===== config.mk =====
export PLATFORM = sky130hd
export DESIGN_NAME = vend_payout_controller
export DESIGN_NICKNAME = d
export VERILOG_FILES = /design/src/rtl/vend_payout_controller.sv
export SDC_FILE = /design/constraint.sdc
export NUM_CORES = 1
export LEC_CHECK = 0
export ABC_AREA = 1
export CELL_PAD_IN_SITES_DETAIL_PLACEMENT = 2
export CELL_PAD_IN_SITES_GLOBAL_PLACEMENT = 2
export CORE_MARGIN = 3
export CORE_UTILIZATION = 34
export DETAILED_ROUTE_END_ITERATION = 8
export DONT_BUFFER_PORTS = 1
export PLACE_DENSITY_LB_ADDON = 0.15
export SETUP_SLACK_MARGIN = 0.5
export SYNTH_ARGS = -nofsm -noshare
export SYNTH_HDL_FRONTEND = slang
export SYNTH_SLANG_ARGS = --single-unit
export TNS_END_PERCENT = 100

===== constraint.sdc =====
create_clock -name clock -period 2.8 [get_ports clock]
set_input_delay 0 -clock clock [delete_from_list [all_inputs] [get_ports clock]]
set_output_delay 0 -clock clock [all_outputs]
set_load 0.1 [all_outputs]

===== src/rtl/vend_payout_controller.sv =====
// Payout controller for a vending machine: runs one item spiral or the change hopper at a time,
// queues vend and nickel requests, and latches a sticky fault when a sensor pulse never arrives.
module vend_payout_controller #(
  parameter int TIMEOUT_CYCLES = 1000
) (
  input  logic       clock,
  input  logic       reset,
  input  logic       dispense,
  input  logic [3:0] item_number,
  input  logic       nickel_out,
  input  logic       drop_sensed,
  input  logic       coin_sensed,
  output logic       spiral_en,
  output logic [3:0] spiral_select,
  output logic       hopper_on,
  output logic [3:0] pending_nickels,
  output logic       busy,
  output logic       fault,
  output logic       overflow
);

  localparam int TW = $clog2(TIMEOUT_CYCLES + 1);

  typedef enum logic [1:0] {IDLE, VEND, PAY, FAULT} state_t;

  state_t          state, state_nxt;
  logic            vend_pending, vend_pending_nxt;
  logic [3:0]      pending_nxt;
  logic [3:0]      select_nxt;
  logic            overflow_nxt;
  logic [TW-1:0]   timer, timer_nxt;
  logic            coin_ok, drop_ok, timed_out, active;

  always_comb begin
    active           = (state == VEND) || (state == PAY);
    coin_ok          = coin_sensed && (state == PAY);
    drop_ok          = drop_sensed && (state == VEND);
    overflow_nxt     = overflow;
    select_nxt       = spiral_select;
    vend_pending_nxt = vend_pending;
    pending_nxt      = pending_nickels;

    // Only one vend can be outstanding; a second request is lost and flagged.
    if (dispense) begin
      if (vend_pending) begin
        overflow_nxt = 1'b1;
      end else begin
        vend_pending_nxt = 1'b1;
        select_nxt       = item_number;
      end
    end
    if (drop_ok) begin
      vend_pending_nxt = 1'b0;
    end

    // A nickel request and a paid coin on the same edge cancel out.
    if (nickel_out && !coin_ok) begin
      if (pending_nickels == 4'hF) begin
        overflow_nxt = 1'b1;
      end else begin
        pending_nxt = pending_nickels + 4'd1;
      end
    end else if (coin_ok && !nickel_out && (pending_nickels != 4'd0)) begin
      pending_nxt = pending_nickels - 4'd1;
    end

    timed_out = active && !(drop_ok || coin_ok) && (timer == TW'(TIMEOUT_CYCLES - 1));

    state_nxt = state;
    case (state)
      IDLE: begin
        if (vend_pending) begin
          state_nxt = VEND;
        end else if (pending_nickels != 4'd0) begin
          state_nxt = PAY;
        end
      end
      VEND: begin
        if (drop_ok) begin
          state_nxt = (pending_nxt != 4'd0) ? PAY : IDLE;
        end else if (timed_out) begin
          state_nxt = FAULT;
        end
      end
      PAY: begin
        if (coin_ok && (pending_nxt == 4'd0)) begin
          state_nxt = vend_pending ? VEND : IDLE;
        end else if (timed_out) begin
          state_nxt = FAULT;
        end
      end
      FAULT: state_nxt = FAULT;
      default: state_nxt = IDLE;
    endcase

    // Any progress from a sensor, or a change of state, restarts the watchdog.
    if ((state_nxt != state) || drop_ok || coin_ok || !active) begin
      timer_nxt = '0;
    end else begin
      timer_nxt = timer + 1'b1;
    end
  end

  // Motor drives are registered from the next state so they track it exactly and never overlap.
  always_ff @(posedge clock) begin
    if (reset) begin
      state           <= IDLE;
      spiral_en       <= 1'b0;
      hopper_on       <= 1'b0;
      spiral_select   <= 4'd0;
      pending_nickels <= 4'd0;
      vend_pending    <= 1'b0;
      fault           <= 1'b0;
      overflow        <= 1'b0;
      timer           <= '0;
    end else begin
      state           <= state_nxt;
      spiral_en       <= (state_nxt == VEND);
      hopper_on       <= (state_nxt == PAY);
      spiral_select   <= select_nxt;
      pending_nickels <= pending_nxt;
      vend_pending    <= vend_pending_nxt;
      fault           <= (state_nxt == FAULT);
      overflow        <= overflow_nxt;
      timer           <= timer_nxt;
    end
  end

  assign busy = (state != IDLE) || vend_pending || (pending_nickels != 4'd0);

endmodule


Word level (Yosys, flattened, before mapping). Index checks and enable logic that the tools add are counted. Widths: inputs -> output; s select.

Add/subtract/negate cells: 3. Equal/unequal tests: 9. Mux-type cells: 15. Bitwise gates (word level): 1. Reduce and logical (&&, ||, !) cells: 27.

Operator list (number): $mux 2 (6); $mux 4 (3); $add 10x1->10 const B (1); $eq 10x10->1 const B (1); $eq 2x2->1 const B (4); $logic_and 1x1->1 (8); $pmux 2 s4 (1); $reduce_bool 4->1 (2); $logic_or 1x1->1 (7); $mux 1 (5); $add 4x1->4 const B (1); $eq 2x1->1 const B (2); $eq 4x4->1 const B (1); $logic_not 1->1 (4); $logic_not 4->1 (1); $reduce_or 2->1 (2); $sub 4x1->4 const B (1); $logic_not 2->1 (1); $ne 2x2->1 (1); $reduce_and 2->1 (1); $reduce_bool 2->1 (1); $not 1->1 (1).

Register bits after elaboration: 25. Input port bits: 10. Output and inout bits: 13.

Longest topological paths before layout.
Word-level depth: 15. Depth in mapped cells: 20. Mapped depth without buffers: 20.

Least setup slack after synthesis. OpenSTA, ideal clock, no wires.

Path type: register -> register. Start: register pending_nickels[0]. End: register timer[2]. Setup time: 117 ps. Data arrival time: 2681 ps. Data required time: 2683 ps. Slack: 3 ps. Stages on the path, launching flop included: 19. Period minus slack after synthesis: 2797 ps. Path through: dfxtp_1 > inv_1 > ha_1 > nand3_2 > nand2_2 > nand2_2 > nand3_1 > nand2_2 > nand2_2 > nor2_4 > nor2_1 > nor2_1 > nand2_1 > nand2_2 > nand2_2 > nand2_1 > nand2_1 > nand2_4 > nor2_2.

Cells in the longest elaborated chain, start to end: 13.

Ends and longest elaborated chain: from (decl) (RTL line 16) `output logic [3:0] pending_nickels,`; from (signal assigned) (RTL line 121) `pending_nickels <= pending_nxt;`; parallel branches: the longest is 7 deep, another holds $sub 4x1->4; $pmux 2 s4 * (RTL line 70) `case (state)`; $ne 2x2->1 * (RTL line 97) `if ((state_nxt != state) || drop_ok || coin_ok || !active) begin`; $logic_or 1x1->1 * (3 in series) (RTL line 97); $reduce_or 2->1 (no source line) *; to (signal assigned) (RTL line 125) `timer <= timer_nxt;`; to (decl) (RTL line 31) `logic [TW-1:0] timer, timer_nxt;`.

Every way passes the cells marked *. A chain may end at the register's enable or synchronous reset.

Final worst setup path.
Start: register pending_nickels[1]. End: register timer[9].

Same word-level chain as after synthesis.

==> reports/metrics.csv <==
metric,value,unit
status,"complete, no violations",
n_antenna_cell,0,
synth_compound_area_share,7.624,%
grt_start_max_net_pins,17,
start_kind,register,
first_pass_iters,4,
h-tree-depth,1,
io_pins,23,
die_area,0.004960,mm²
total_power,1777,µW
yosys.area_share.simple,38.56,%
n_fill_cell,431,
hold_ws,0.04588,ns
maxCapViolCount,0,
leakage,0.0008247,µW
vias_per_cell,5.258,
coreArea,0.003826,mm²
nets,246,
syn_inst,196,
clk-insertion-delay-late,0.28,ns
antenna_found_initial,0,
synth_xor_area_share,4.344,%
drive_above_1_share,38.77,%
max_freq,0.3873,GHz
rows,22,
cp.arrival,2.80,ns
cts_tree,yes,
wl,5.801,mm
syn2layout_area_growth,36.08,%
rsz0062_at_grt,true,
synth_seq_cells,25,
clock-sinks,25,
io_buffers,0,
grt_first_pass_wirelength,8.445,mm
synth_top_family_by_area,simple AND/OR/NAND/NOR gates,
wl_per_cell,21.09,µm
critPathMaxFanout,7,
final_area,0.001921,mm²
final_cell_mix,"nand2_1, nor2_1, inv_1, dfxtp_1, buf_4",
post_synth_fa_ha_maj_area_fraction,7.092,%
clkTransAtPathRegs,0.10,ns
min_period_over_period,92.21,%
ys_seq_area_share,35.46,%
die_w,70.43,µm
fin_crit,2.582,ns
gp_congestion,0.7981,
finalSetupViolCount,0,
ant_nets,0,
syn_nets,214,
syn-cell-area,0.001411,mm²
crit_type,reg2reg,
grt_pass1_vias,1608,
yosysWarnings,0,
layout.cells.non_filler,275,
slew_headroom,36.44,%
finClkSkew,0.003823,ns
synth.mux.area_fraction,0,%
overflow,0,
dp_cells,253,
required,3.02,ns
grt.total_usage,21.68,%
placed_area,0.001549,mm²
drt_iter0_drc,87,
tightestPinTransition,0.9522,ns
min_path_type,in2reg,
crit_path_end_kind,register,
drcViolationCount,0,
tns,0,ns
root_buffer,clkbuf_8,
syn_area_per_cell,7.201,µm²
die_h,70.43,µm
hold_viol,0,
drv_slew,0,
num_vias,1446,
dp_hpwl,3.177,mm
initial_utilization,36.89,%
final_common_cell,nand2_1,
power.density,925.0,mW/mm²
irDropWorstVdd,359.3,µV
numCtsBuffers,3,
clockBufferDepth,2,
synth_cell_type_count,18,
[worst max-delay path, stage by stage, from the launching register on]
cell and delay, ns:
dfxtp_4 0.61, ha_4 0.22, nand2_4 0.05, nor2_4 0.15, nand2_2 0.10, nand2_1 0.08
nand2_1 0.07, nand2_2 0.09, nand2_2 0.06, nor2_4 0.12, nor2_1 0.08, nor2_1 0.12
nand2_1 0.09, nand2_2 0.12, nand3_1 0.14, nand2_4 0.19, nand2_4 0.10, nor2_2 0.12
[repair_timing]
item	in CTS	in global routing
hold endpoints to repair	13	0
cloned	1	0
resized for setup	19	26
hold buffers	7	0
pin swaps	4	9
setup endpoints to repair	12	15
setup buffers	3	7
[cells in the mapped netlist]
library cell,number,area share (%)
o211ai_1,1,0.53
a21oi_1,11,3.9
nor2_2,11,4.9
nand2_2,12,5.3
nand3_1,15,5.3
nand2_1,33,8.8
nor2_1,27,7.2
nor2_4,3,2.4
xor2_1,5,3.1
dfxtp_1,25,35
o21ai_0,9,3.2
nand3_2,3,2.1
xnor2_1,2,1.2
inv_1,24,6.4
nand2_4,1,0.80
inv_2,2,0.53
nand4_1,4,1.8
ha_1,8,7.1
[path summary, 6_finish.rpt]
kind	from	to	slack, ns	cells past startpoint
worst max-delay path	pending_nickels[1]	timer[9]	0.22	17
worst min-delay path	nickel_out	pending_nickels[2]	0.05	4
worst max register to register	pending_nickels[1]	timer[9]	0.22	17
worst min register to register	timer[0]	timer[0]	0.48	1
[per-stage QoR]
| stage | setup WS, ns | util, % |
|---|---|---|
| CTS | 0.4754 | 46.44 |
| detailed placement | 0.2642 | 40.48 |
| finish | 0.2180 | 50.20 |
| floorplan | 0.5984 | - |
| global placement | 0.4050 | 40.48 |
| global route | 0.08951 | 50.20 |
[metal layers]
layer,vias up,wire [µm],share of wire [%],track usage (%)
li1,677,-,-,-
met1,732,2321,40,23.47
met2,31,3269,56,42.83
met3,6,147,2.5,3.885
met4,0,62,1.1,4.468
met5,-,0,0,0
[state kept, by name, summed over array words and instances (netlist names)]
register         cells
fault                1
hopper_on            1
overflow             1
pending_nickels      4
spiral_en            1
spiral_select        4
state                2
timer               10
vend_pending         1
[area by class of cell]
class                   count  area (µm²)  share of cell area, %
clock buffers               3       41.29                  2.150
well taps                  48       60.06                  3.127
repair buffers             26       212.7                  11.07
clock inverters             1       8.758                 0.4560
flip-flops and latches     25       513.0                  26.71
inverters                  26       102.6                  5.342
multi-input cells         146       982.2                  51.14
[cells by family after synthesis]
family | after synthesis
adders and majority gates | 8
xor gates and xnor gates | 7
AOI/OAI and AO/OA | 21
DFF | 25
buffers and inverters | 26
and+or+nand+nor | 109
[power by group]
part	internal (µW)	total, µW	leakage [µW]	switching (µW)
Sequential	411	618	0.000207	207
Clock	105	238	0.0000261	133
Combinational	289	922	0.000592	632
(Power assumes the default switching activity.)
